**src/rtl/fetch_sequencer_pkg.sv**
```systemverilog
// fetch_sequencer_pkg
// Shared definitions for the P7 instruction-fetch sequencer: FSM state
// encoding, exception codes reported to IF/ID, default fetch addresses
// and the priority ranks used when merging redirect requests.
package fetch_sequencer_pkg;

  typedef enum logic [1:0] {
    ST_IDLE  = 2'd0,
    ST_REQ   = 2'd1,
    ST_HOLD  = 2'd2,
    ST_FAULT = 2'd3
  } fetch_state_t;

  localparam logic [4:0] EXC_NONE = 5'd0;
  localparam logic [4:0] EXC_ADEL = 5'd4;
  localparam logic [4:0] EXC_IBE  = 5'd6;

  localparam logic [31:0] DEF_RESET_PC   = 32'h0000_3000;
  localparam logic [31:0] DEF_HANDLER_PC = 32'h0000_4180;
  localparam logic [31:0] DEF_TEXT_LO    = 32'h0000_3000;
  localparam logic [31:0] DEF_TEXT_HI    = 32'h0000_4ffc;

  // Cycles a request may wait for imem_ack before an IBE fault.
  localparam logic [7:0] FETCH_TIMEOUT = 8'd16;

  // Redirect ranks; a larger value wins.
  localparam logic [1:0] PRI_NONE = 2'd0;
  localparam logic [1:0] PRI_BR   = 2'd1;
  localparam logic [1:0] PRI_ERET = 2'd2;
  localparam logic [1:0] PRI_EXC  = 2'd3;

endpackage

```
**src/rtl/fetch_redirect_arb.sv**
```systemverilog
// fetch_redirect_arb
// Combinational priority mux over the next-PC redirect sources:
// exception entry > eret > branch/jump.
// Ports:
//   i_exc_req, i_eret_req, i_br_req : redirect requests
//   i_epc, i_br_target              : eret / branch targets
//   o_redir_valid                   : some redirect requested this cycle
//   o_redir_pc                      : target of the winning request
//   o_redir_pri                     : rank of the winning request
module fetch_redirect_arb
  import fetch_sequencer_pkg::*;
#(
  parameter logic [31:0] HANDLER_PC = DEF_HANDLER_PC
) (
  input  logic        i_exc_req,
  input  logic        i_eret_req,
  input  logic [31:0] i_epc,
  input  logic        i_br_req,
  input  logic [31:0] i_br_target,
  output logic        o_redir_valid,
  output logic [31:0] o_redir_pc,
  output logic [1:0]  o_redir_pri
);

  always_comb begin
    o_redir_valid = 1'b0;
    o_redir_pc    = 32'h0;
    o_redir_pri   = PRI_NONE;
    if (i_exc_req) begin
      o_redir_valid = 1'b1;
      o_redir_pc    = HANDLER_PC;
      o_redir_pri   = PRI_EXC;
    end else if (i_eret_req) begin
      o_redir_valid = 1'b1;
      o_redir_pc    = i_epc;
      o_redir_pri   = PRI_ERET;
    end else if (i_br_req) begin
      o_redir_valid = 1'b1;
      o_redir_pc    = i_br_target;
      o_redir_pri   = PRI_BR;
    end
  end

endmodule

```
**src/rtl/fetch_sequencer.sv**
```systemverilog
// fetch_sequencer
// Instruction-fetch stage controller. Owns the fetch PC, issues one
// handshaked request at a time to instruction memory and presents a
// single tagged instruction (or an address fault) to the IF/ID register.
// Optional build macro: FETCH_TIMEOUT_EN adds an imem_ack wait limit
// that raises an IBE fault (exccode 6).
// Ports:
//   clk, reset (async, active-low)
//   stall                        : IF/ID cannot accept this cycle
//   exc_req, eret_req/epc, br_req/br_target : redirect sources
//   imem_req/imem_addr/imem_ack/imem_rdata  : instruction memory handshake
//   if_valid/if_instr/if_pc/if_exccode      : result to IF/ID
module fetch_sequencer
  import fetch_sequencer_pkg::*;
#(
  parameter logic [31:0] RESET_PC   = DEF_RESET_PC,
  parameter logic [31:0] HANDLER_PC = DEF_HANDLER_PC,
  parameter logic [31:0] TEXT_LO    = DEF_TEXT_LO,
  parameter logic [31:0] TEXT_HI    = DEF_TEXT_HI
) (
  input  logic        clk,
  input  logic        reset,
  input  logic        stall,
  input  logic        exc_req,
  input  logic        eret_req,
  input  logic [31:0] epc,
  input  logic        br_req,
  input  logic [31:0] br_target,
  output logic        imem_req,
  output logic [31:0] imem_addr,
  input  logic        imem_ack,
  input  logic [31:0] imem_rdata,
  output logic        if_valid,
  output logic [31:0] if_instr,
  output logic [31:0] if_pc,
  output logic [4:0]  if_exccode
);

  fetch_state_t r_state, w_state_nxt;
  logic [31:0]  r_pc, w_pc_nxt;
  logic         r_pending, w_pending_nxt;
  logic [31:0]  r_pend_pc, w_pend_pc_nxt;
  logic [1:0]   r_pend_pri, w_pend_pri_nxt;
  logic [31:0]  r_if_instr, w_if_instr_nxt;
  logic [31:0]  r_if_pc, w_if_pc_nxt;
  logic [4:0]   r_if_exccode, w_if_exccode_nxt;
`ifdef FETCH_TIMEOUT_EN
  logic [7:0]   r_wait, w_wait_nxt;
`endif

  logic         w_redir_valid;
  logic [31:0]  w_redir_pc;
  logic [1:0]   w_redir_pri;
  logic         w_new_wins;
  logic         w_take_valid;
  logic [31:0]  w_take_pc;
  logic [1:0]   w_take_pri;
  logic         w_fault;

  fetch_redirect_arb #(
    .HANDLER_PC (HANDLER_PC)
  ) u_arb (
    .i_exc_req     (exc_req),
    .i_eret_req    (eret_req),
    .i_epc         (epc),
    .i_br_req      (br_req),
    .i_br_target   (br_target),
    .o_redir_valid (w_redir_valid),
    .o_redir_pc    (w_redir_pc),
    .o_redir_pri   (w_redir_pri)
  );

  // A new redirect replaces a pending one only if it ranks strictly higher;
  // w_take_* is the redirect that would be honoured at this edge.
  assign w_new_wins   = w_redir_valid && (!r_pending || (w_redir_pri > r_pend_pri));
  assign w_take_valid = r_pending || w_redir_valid;
  assign w_take_pc    = w_new_wins ? w_redir_pc  : r_pend_pc;
  assign w_take_pri   = w_new_wins ? w_redir_pri : r_pend_pri;

  assign w_fault = (r_pc < TEXT_LO) || (r_pc > TEXT_HI) || (r_pc[1:0] != 2'b00);

  assign imem_req   = (r_state == ST_REQ);
  assign imem_addr  = r_pc;
  assign if_valid   = (r_state == ST_HOLD) || (r_state == ST_FAULT);
  assign if_instr   = r_if_instr;
  assign if_pc      = r_if_pc;
  assign if_exccode = r_if_exccode;

  always_ff @(posedge clk or negedge reset) begin
    if (!reset) begin
      r_state      <= ST_IDLE;
      r_pc         <= RESET_PC;
      r_pending    <= 1'b0;
      r_pend_pc    <= RESET_PC;
      r_pend_pri   <= PRI_NONE;
      r_if_instr   <= 32'h0;
      r_if_pc      <= RESET_PC;
      r_if_exccode <= EXC_NONE;
`ifdef FETCH_TIMEOUT_EN
      r_wait       <= 8'd0;
`endif
    end else begin
      r_state      <= w_state_nxt;
      r_pc         <= w_pc_nxt;
      r_pending    <= w_pending_nxt;
      r_pend_pc    <= w_pend_pc_nxt;
      r_pend_pri   <= w_pend_pri_nxt;
      r_if_instr   <= w_if_instr_nxt;
      r_if_pc      <= w_if_pc_nxt;
      r_if_exccode <= w_if_exccode_nxt;
`ifdef FETCH_TIMEOUT_EN
      r_wait       <= w_wait_nxt;
`endif
    end
  end

  // A redirect seen in IDLE is taken immediately so it is not lost
  // before the next request is issued. Outside REQ the wait counter
  // is held at zero, so it restarts on every entry to REQ.
  always_comb begin
    w_state_nxt      = r_state;
    w_pc_nxt         = r_pc;
    w_pending_nxt    = r_pending;
    w_pend_pc_nxt    = r_pend_pc;
    w_pend_pri_nxt   = r_pend_pri;
    w_if_instr_nxt   = r_if_instr;
    w_if_pc_nxt      = r_if_pc;
    w_if_exccode_nxt = r_if_exccode;
`ifdef FETCH_TIMEOUT_EN
    w_wait_nxt       = 8'd0;
`endif
    case (r_state)
      ST_IDLE: begin
        if (w_redir_valid) begin
          w_pc_nxt = w_redir_pc;
        end else if (w_fault) begin
          w_state_nxt      = ST_FAULT;
          w_if_instr_nxt   = 32'h0;
          w_if_pc_nxt      = r_pc;
          w_if_exccode_nxt = EXC_ADEL;
        end else begin
          w_state_nxt = ST_REQ;
        end
      end
      ST_REQ: begin
        if (imem_ack) begin
          if (w_take_valid) begin
            w_pc_nxt      = w_take_pc;
            w_pending_nxt = 1'b0;
            w_state_nxt   = ST_IDLE;
          end else begin
            w_if_instr_nxt   = imem_rdata;
            w_if_pc_nxt      = r_pc;
            w_if_exccode_nxt = EXC_NONE;
            w_pc_nxt         = r_pc + 32'd4;
            w_state_nxt      = ST_HOLD;
          end
`ifdef FETCH_TIMEOUT_EN
        end else if (r_wait == (FETCH_TIMEOUT - 8'd1)) begin
          if (w_take_valid) begin
            w_pc_nxt      = w_take_pc;
            w_pending_nxt = 1'b0;
            w_state_nxt   = ST_IDLE;
          end else begin
            w_if_instr_nxt   = 32'h0;
            w_if_pc_nxt      = r_pc;
            w_if_exccode_nxt = EXC_IBE;
            w_state_nxt      = ST_FAULT;
          end
`endif
        end else begin
`ifdef FETCH_TIMEOUT_EN
          w_wait_nxt = r_wait + 8'd1;
`endif
          if (w_take_valid) begin
            w_pending_nxt  = 1'b1;
            w_pend_pc_nxt  = w_take_pc;
            w_pend_pri_nxt = w_take_pri;
          end
        end
      end
      ST_HOLD: begin
        if (w_redir_valid) begin
          w_pc_nxt    = w_redir_pc;
          w_state_nxt = ST_IDLE;
        end else if (!stall) begin
          w_state_nxt = ST_IDLE;
        end
      end
      ST_FAULT: begin
        if (w_redir_valid) begin
          w_pc_nxt    = w_redir_pc;
          w_state_nxt = ST_IDLE;
        end
      end
      default: begin
        w_state_nxt = ST_IDLE;
      end
    endcase
  end

endmodule
```
**config.mk**
```make
export PLATFORM = sky130hd
export DESIGN_NAME = fetch_sequencer
export DESIGN_NICKNAME = d
export VERILOG_FILES = /design/src/rtl/fetch_sequencer_pkg.sv /design/src/rtl/fetch_redirect_arb.sv /design/src/rtl/fetch_sequencer.sv
export SDC_FILE = /design/constraint.sdc
export NUM_CORES = 1
export LEC_CHECK = 0
export CAP_MARGIN = 5
export CORE_AREA = 2 2 137 139
export CTS_BUF_LIST = sky130_fd_sc_hd__clkbuf_4
export DETAILED_ROUTE_END_ITERATION = 10
export DIE_AREA = 0 0 139 141
export GPL_TIMING_DRIVEN = 0
export PLACE_DENSITY = 0.69
export SYNTH_ARGS = -nofsm -noshare
export SYNTH_HDL_FRONTEND = slang
export SYNTH_SLANG_ARGS = --single-unit
```
**constraint.sdc**
```tcl
create_clock -name clk -period 2.3 [get_ports clk]
set_input_delay 0.345 -clock clk [delete_from_list [all_inputs] [get_ports clk]]
set_output_delay 0.345 -clock clk [all_outputs]
set_load 0.03 [all_outputs]
```
# ---- Yosys cells after proc, flatten, opt, wreduce, memory -nomap -nowiden
# Index checks and enable logic that the tools add are counted.
dict set report classes {
  n_addsub 1
  multipliers 0
  div 0
  order_cmp 3
  n_eq_ne 10
  shift 0
  n_mux 40
  bitwise_logic 1
  n_reduce_logical 17
}
# cell n
set op_table {}
lappend op_table {{$mux W32} 15}
lappend op_table {{$pmux W32 S2} 3}
lappend op_table {{$add A32 B3 Y32 const B} 1}
lappend op_table {{$gt A32 B15 Y1 const B} 1}
lappend op_table {{$lt A32 B14 Y1 const B} 1}
lappend op_table {{$mux W5} 4}
lappend op_table {{$mux W2} 9}
lappend op_table {{$pmux W5 S2} 1}
lappend op_table {{$ne A2 B2 Y1 const B} 4}
lappend op_table {{$pmux W2 S4} 1}
lappend op_table {{$reduce_and A4 Y1} 2}
lappend op_table {{$mux W1} 7}
lappend op_table {{$logic_or A1 B1 Y1} 5}
lappend op_table {{$reduce_and A5 Y1} 1}
lappend op_table {{$eq A2 B2 Y1 const B} 2}
lappend op_table {{$ne A2 B1 Y1 const B} 2}
lappend op_table {{$reduce_and A2 Y1} 2}
lappend op_table {{$reduce_bool A2 Y1} 2}
lappend op_table {{$ne A3 B3 Y1 const B} 1}
lappend op_table {{$reduce_and A3 Y1} 1}
lappend op_table {{$reduce_or A3 Y1} 1}
lappend op_table {{$eq A2 B1 Y1 const B} 1}
lappend op_table {{$gt A2 B2 Y1} 1}
lappend op_table {{$logic_not A2 Y1} 1}
lappend op_table {{other kinds (3)} 3}
dict set report word_totals {
  reg_bits 138
  latchBits 0
  mem_bits_rw 0
  mem_bits_ro 0
  input_bits 103
  output_inout_bits 103
  word_cells 80
  n_memories 0
}

# ---- Depth between registers and ports, before layout
# Gate-level depths: netlist of run 1.
dict set report depth {
  ltp_word 10
  depth_mapped 13
  ltp_nobuf 9
}

# ---- Cells and area by module
# Synthesis of run 1 repeated with hierarchy kept, for this count alone.
dict set report hier_totals {
  hier_cells 642
  hier_area_um2 7004.2
}
# mod n_inst cells_each area_per_inst_um2 seq_area_each_um2
set modules_own_cells {}
lappend modules_own_cells {fetch_sequencer 1 591 6505.0 3360.7}
lappend modules_own_cells {fetch_redirect_arb 1 51 499.2 0.0}

# ---- Least setup slack after synthesis of run 1
# Ideal clock, no wire load.
dict set report synth_path {
  path_type {input -> register}
  from {input port eret_req}
  to {register r_pend_pc[19]}
  setup_time_ns 0.125
  t_arrival_ns 2.813
  required_time_ns 2.175
  slack_ns -0.638
  path_stages 10
  path_buffers 3
  path_cell_list {buf_2 -> nor2b_1 -> clkbuf_1 -> nor2_1 -> ha_1 -> a31oi_4 -> nand2_2 -> nor3_4 -> buf_2 -> mux2_2}
}
dict set report synth_between {
  elab_chain_len 6
  word_cells_on_any_way 12
  classes_between {order compare: 1; mux: 7; reduce/logical: 4}
}
# element line_no
set synth_lines {}
lappend synth_lines {{from (decl)} fetch_sequencer.sv:25} ;# input logic eret_req,
lappend synth_lines {{$mux W2} fetch_redirect_arb.sv:33} ;# end else if (i_eret_req) begin
lappend synth_lines {{$mux W2} fetch_redirect_arb.sv:29} ;# if (i_exc_req) begin
lappend synth_lines {{$gt A2 B2 Y1} fetch_sequencer.sv:75} ;# assign w_new_wins = w_redir_valid && (!r_pending || (w_redir_pri > r_pend_pri));
lappend synth_lines {{$logic_or A1 B1 Y1} fetch_sequencer.sv:75}
lappend synth_lines {{$logic_and A1 B1 Y1} fetch_sequencer.sv:75}
lappend synth_lines {{$mux W32} fetch_sequencer.sv:77} ;# assign w_take_pc = w_new_wins ? w_redir_pc : r_pend_pc;
lappend synth_lines {{to (signal assigned)} fetch_sequencer.sv:106} ;# r_pend_pc <= w_pend_pc_nxt;
lappend synth_lines {{to (decl)} fetch_sequencer.sv:42} ;# logic [31:0] r_pend_pc, w_pend_pc_nxt;
# Parallel ways exist; a longest one is shown, timed or not.
# A chain may end at the register's enable or synchronous reset.

# ---- Worst setup path after layout of run 1
dict set report layout_path {
  from {input port eret_req}
  to {register r_pc[30], in the netlist imem_addr[30]}
}
dict set report layout_between {
  elab_chain_len 9
  word_cells_on_any_way 17
  classes_between {order compare: 1; eq/ne: 1; mux: 11; reduce/logical: 4}
}
# element line_no
set layout_lines {}
lappend layout_lines {{$mux W2} fetch_redirect_arb.sv:33}
lappend layout_lines {{$mux W2} fetch_redirect_arb.sv:29}
lappend layout_lines {{via u_arb.o_redir_pri[1]} fetch_redirect_arb.sv:22} ;# output logic [1:0] o_redir_pri
lappend layout_lines {{$gt A2 B2 Y1} fetch_sequencer.sv:75}
lappend layout_lines {{$logic_or A1 B1 Y1} fetch_sequencer.sv:75}
lappend layout_lines {{$logic_and A1 B1 Y1} fetch_sequencer.sv:75}
lappend layout_lines {{$mux W32} fetch_sequencer.sv:77}
lappend layout_lines {{$mux W32} fetch_sequencer.sv:147} ;# if (w_take_valid) begin
lappend layout_lines {{$mux W32} fetch_sequencer.sv:146} ;# if (imem_ack) begin
lappend layout_lines {{$pmux W32 S2} fetch_sequencer.sv:132} ;# case (r_state)
lappend layout_lines {{to (signal assigned)} fetch_sequencer.sv:104} ;# r_pc <= w_pc_nxt;
lappend layout_lines {{to (decl)} fetch_sequencer.sv:40} ;# logic [31:0] r_pc, w_pc_nxt;
# The timed path passes the listed nets, and every way through them passes these cells. The select of a mux whose other input is x is not followed.

==> results of run 1 <==
[kinds of logic (layout without fill, tap and decap cells)]
| family | after synthesis | in the layout | share of synthesized area |
|---|---|---|---|
| muxes | 49 | 49 | 0.0808 |
| other | 1 | 5 | 0.000554 |
| and+or+nand+nor | 166 | 166 | 0.128 |
| AOI/OAI and AO/OA | 244 | 244 | 0.243 |
| adders and majority gates | 3 | 3 | 0.00554 |
| DFF | 134 | 134 | 0.496 |
| buffers and inverters | 66 | 329 | 0.0458 |
[through the flow]
step / setup slack (ps) / area [um^2] / hold WS (ps) / instances
after floorplan: -182 / 6910 / 49.4 / 666
after global placement: -4610 / 9210 / 483 / 1101
after detailed placement: -1180 / 9240 / 360 / 1102
after CTS: -22.2 / 9780 / 305 / 1154
after global routing: -53.6 / 9940 / 253 / 1164
final: 29.2 / 9940 / 233 / 1164
[where the power goes]
group | total [uW] | internal [uW] | switching, uW
sequential | 3950 | 3210 | 742
combinational | 5180 | 2290 | 2890
clock | 1320 | 476 | 842
[tightest hold or removal path, cell delays in order]
cell,delay [ps]
clkbuf_2,120
nor3_2,100
a21oi_1,150
a21oi_1,70
[state kept, by name, indices dropped and copies added, names as in the netlist]
signal      count
if_exccode      1
imem_addr      32
if_instr       32
r_state         2
r_pend_pc      32
if_pc          32
r_pending       1
r_pend_pri      2
[metal layers]
layer | global-route usage | wire, um | vias up | part of all wire
met3 | 0.0588 | 2140 | 66 | 0.092
met4 | 0.0813 | 625 | 0 | 0.027
li1 | - | - | 3007 | -
met1 | 0.319 | 10000 | 3178 | 0.43
met2 | 0.372 | 10600 | 436 | 0.45
met5 | 0 | 0 | - | 0
[final cells by class]
class	instances	area [um^2]	share of cell area
Multi-Input combinational cell	466	3290	0.331
Sequential cell	134	3380	0.340
Clock buffer	23	173	0.0174
Antenna cell	1	2.50	0.000252
Timing Repair Buffer	236	2320	0.234
Buffer	52	402	0.0404
Inverter	9	36.3	0.00365
Tap cell	234	293	0.0295
Clock inverter	9	41.3	0.00415
[repair_timing]
action	4_1_cts	5_1_grt
cloned	1	0
hold buffers	1	0
setup buffers	23	10
endpoints found under the hold margin	55	0
pin swaps	12	9
gates resized for setup	53	40
endpoints found under the setup margin	133	84
[final timing paths]
check,cells past startpoint,slack [ps],start,endpoint
setup / recovery,12,30,eret_req,imem_addr[30]
hold / removal,4,230,exc_req,r_state[0]
setup reg to reg,6,60,imem_addr[2],imem_addr[20]
hold reg to reg,1,510,if_instr[28],if_instr[28]
max in group asynchronous,3,1150,reset,r_pend_pc[12]
min in group asynchronous,2,310,reset,if_pc[26]
[Yosys cell counts (all sizes together) (10+ instances only)]
cell / count / area share
nand2: 34 / 0.020
buf: 36 / 0.029
nor3: 11 / 0.0098
a31oi: 11 / 0.012
a22o: 41 / 0.053
mux2: 45 / 0.075
o21ai: 51 / 0.038
a21oi: 60 / 0.046
nor4: 10 / 0.013
nor2: 62 / 0.037
dfrtp: 128 / 0.47
nand3: 14 / 0.010
clkbuf: 21 / 0.012
a22oi: 33 / 0.037
==> flow_summary.toml, run 1 <==
[clock_network]
clkLatencyLatePin_ps = 570
clock_sinks = 134
cts-root-buf = "clkbuf_4"
cts_buffer_depth = 2
numCtsBuffers = 17
cts_tree = "built"
clk_pin_slew_worst_paths_ps = 120
cts-htree-levels = 4

[floorplanning]
die-area_um2 = 19600
fp.dieW_um = 139
start_util = 0.371
core_um2 = 18300
io-pin-count = 206
die_h_um = 141
rows = 50

[logic_synthesis]
ys_seq_elements = 134
ys_types = 64
synthArstFlopShare = 1.00
synth_top_flop_cell = "dfrtp_1"
postSynthAreaPerCell_um2 = 10.2
yosysSeqAreaShare = 0.496
yosysWarnings = 0
synth_edf_count = 0
synthCells = 663
syn_area_um2 = 6770

[job]
maxCapViolCount = 0

[timing]
worstMarginPinSlew_ps = 693
maxSlewHeadroom = 0.538
setup_viol = 0
clock_skew_ps = 25.5
post-route-min-period_ps = 2270
fin_crit_sh = 0.987
rsz0062_at_grt = "yes"
tns_ps = 0
maxSlewViolCount = 0
hold_violations = 0
max_freq_mhz = 440

[worst_setup_path]
critical_path_buf_inv_count = 4
crit_chain = "buf_2 > buf_12 > clkbuf_8 > or2_4 > ha_4 > nor2b_4 > or3b_4 > a21oi_4 > buf_6 > nor2_1 > a211oi_1 > o21ai_1"
slowest_delay_ps = 450
cp-start-kind = "primary input"
crit_family = "simple AND/OR/NAND/NOR gates"
critPathMaxFanout = 10
worstPathRequired_ps = 2720
crit_slowest_cell = "or3b_4"
critPathKind = "in -> reg"
arrival_ps = 2690
endpoint_kind = "register"

[place]
dpl.hpwl_mm = 16.5
port-buffer-count = 201
gp_congestion = 0.885

[hold_path]
holdCritPathClass = "in -> reg"

[pwr]
power.density_nw_per_um2 = 1050
power_uw = 10400
p_leak_uw = 0.00427
ir_drop_mv = 0.413

[drt]
drt_iter0_markers = 701
dr.pass1.iters = 6
ant_nets = 0
drc_errors = 0
wl_mm = 23.4
wl_per_cell_um = 20.1
num_vias = 6687
viasPerCell = 5.74

[global_routing]
grtUsageTotal = 0.236
antenna_found_initial = 1
grt_max_degree = 79
grt_pass1_vias = 6278
globalRouteOverflowTotal = 0
grt_pass1_wl_mm = 36.0

[cells_and_area]
fin_util = 0.544
drive_gt1_frac = 0.228
final_common_cell = "clkdlybuf4s50_1"
area_delta_synth_final_pct = 46.8
nNetsFinal = 1022
layout_common_cells = "clkdlybuf4s50_1 (195), dfrtp_1 (116), nor2_1 (58), a21oi_1 (58), mux2_2 (42)"
nFillCells = 1633

[outcome]
status = "finished clean"
(Power assumes the default switching activity.)
==> run 2: changes to the inputs <==
- CORE_AREA: 2 2 137 139 -> 2 2 98 194
- DIE_AREA: 0 0 139 141 -> 0 0 100 196
- GPL_ROUTABILITY_DRIVEN: default -> 1
==> flow_summary.toml, run 2 (synthesis results as in run 1) <==
[pwr]
switching_share = 0.418
p_int_uw = 6380
seqPwrFrac = 0.364
combPwrFrac = 0.473
clkPwrFrac = 0.164
ir_drop_mv = 0.431
switchingPower_uw = 4570
power_uw = 10900
p_leak_uw = 0.00421
power.density_nw_per_um2 = 1100

[clock_network]
cts-root-buf = "clkbuf_4"
cts-htree-levels = 4
clkLatencyLatePin_ps = 570
numCtsBuffers = 17
clock_sinks = 134
clk_pin_slew_worst_paths_ps = 120
cts_tree = "built"
cts_buffer_depth = 2

[timing]
clock_skew_ps = 27.8
worstMarginPinSlew_ps = 788
tns_ps = 0
maxSlewHeadroom = 0.471
fin_crit_sh = 0.990
maxSlewViolCount = 0
setup_slack_ps = 24.0
max_freq_mhz = 439
post-route-min-period_ps = 2280
hold_violations = 0
setup_viol = 0
whs_ps = 302

[floorplanning]
die_h_um = 196
core_um2 = 18200
rows = 70
die-area_um2 = 19600
start_util = 0.372
fp.dieW_um = 100
io-pin-count = 206

[outcome]
status = "finished clean"

[drt]
wl_per_cell_um = 21.0
drc_errors = 0
viasPerCell = 5.79
num_vias = 6557
ant_nets = 0
wl_mm = 23.7
dr.pass1.iters = 8
drt_iter0_markers = 667

[worst_setup_path]
reg2reg_from = "imem_addr[3]"
critPathKind = "in -> reg"
critPathMaxFanout = 10
cp-start-kind = "primary input"
worstPathRequired_ps = 2720
arrival_ps = 2700
endpoint_kind = "register"
critPathLaunch = "eret_req"

[global_routing]
globalRouteOverflowTotal = 0
antenna_found_initial = 1
grtUsageTotal = 0.243
grt_pass1_vias = 6500
grt_pass1_wl_mm = 36.3
grt_max_degree = 79

[hold_path]
hp-start = "exc_req"
holdCritPathClass = "in -> reg"

[cells_and_area]
area_delta_synth_final_pct = 46.6
nNetsFinal = 1009
stdcell_count = 1132
drive_gt1_frac = 0.225
layout_common_cells = "clkdlybuf4s50_1 (194), dfrtp_1 (114), nor2_1 (58), a21oi_1 (56), mux2_2 (42)"
final_common_cell = "clkdlybuf4s50_1"

[job]
maxCapViolCount = 0

[place]
dpl.hpwl_mm = 17.9
dp_slack_ps = -1150
port-buffer-count = 201
gp_congestion = 0.879
dp_cells = 1084
[run 2: changes by cell type in the layout (fill, tap and decap cells not counted), sizes merged]
cell,delta
bufinv,+4
clkdlybuf4s15,-1
clkinvlp,+5
inv,+1
clkdlybuf4s50,-1
dlygate4sd2,+2
clkinv,-7
clkbuf,-6
buf,-11
[run 2: area by class of cell]
cell class                      instances  area (um^2)
Clock buffer                           19          143
Buffer                                 53          405
Tap cell                              216          270
Inverter                                9         33.8
Antenna cell                            1         2.50
Timing Repair Buffer                  222         2200
Multi-Input combinational cell        466         3310
Clock inverter                         12          179
Fill cell                            1635         8290
Sequential cell                       134         3380
[run 2: routing by layer]
layer  routed length (um)  share of wire  GRT usage
met1                 8140           0.34      0.255
met2                12800           0.54      0.438
met4                 1410          0.059      0.154
met3                 1330          0.056     0.0442
met5                    0              0          0
[run 2: critical path: stages]
cell      delay [ps]
buf_2            150
buf_12           150
clkbuf_8         160
or2_4            270
ha_4             260
nor2b_4          130
or3b_4           420
a21oi_4          300
buf_6            180
o32ai_1           80
a21oi_1          150
o22ai_1          100
[run 2: power groups by stage]
stage	clock network, uW	logic (uW)	registers (uW)
2_1_floorplan	0	1980	4740
3_3_place_gp	0	4850	3890
3_5_place_dp	0	4910	3920
4_1_cts	1820	5080	3930
5_1_grt	1920	5460	4080
6_report	1790	5180	3980
[run 2: timing repair]
action | in CTS | in global routing
endpoints found under the setup margin | 133 | 99
pin swaps | 11 | 8
endpoints found under the hold margin | 76 | 0
resized for setup | 51 | 48
hold buffers | 1 | 0
buffers inserted | 15 | 3
cloned | 1 | 0
[run 2: through the flow]
| stage | util | area [um^2] |
|---|---|---|
| floorplan | - | 6910 |
| global placement | 0.505 | 9190 |
| detailed placement | 0.506 | 9220 |
| CTS | 0.537 | 9780 |
| global route | 0.545 | 9920 |
| finish | 0.545 | 9920 |
[run 2: final timing paths]
check | to | slack [ps] | depth (start not counted)
min in group asynchronous | if_instr[30] | 390 | 2
worst max-delay path | imem_addr[8] | 20 | 12
worst min register to register | if_instr[2] | 510 | 1
worst max register to register | imem_addr[23] | 30 | 6
max in group asynchronous | imem_addr[13] | 1120 | 3
worst min-delay path | r_state[0] | 300 | 4
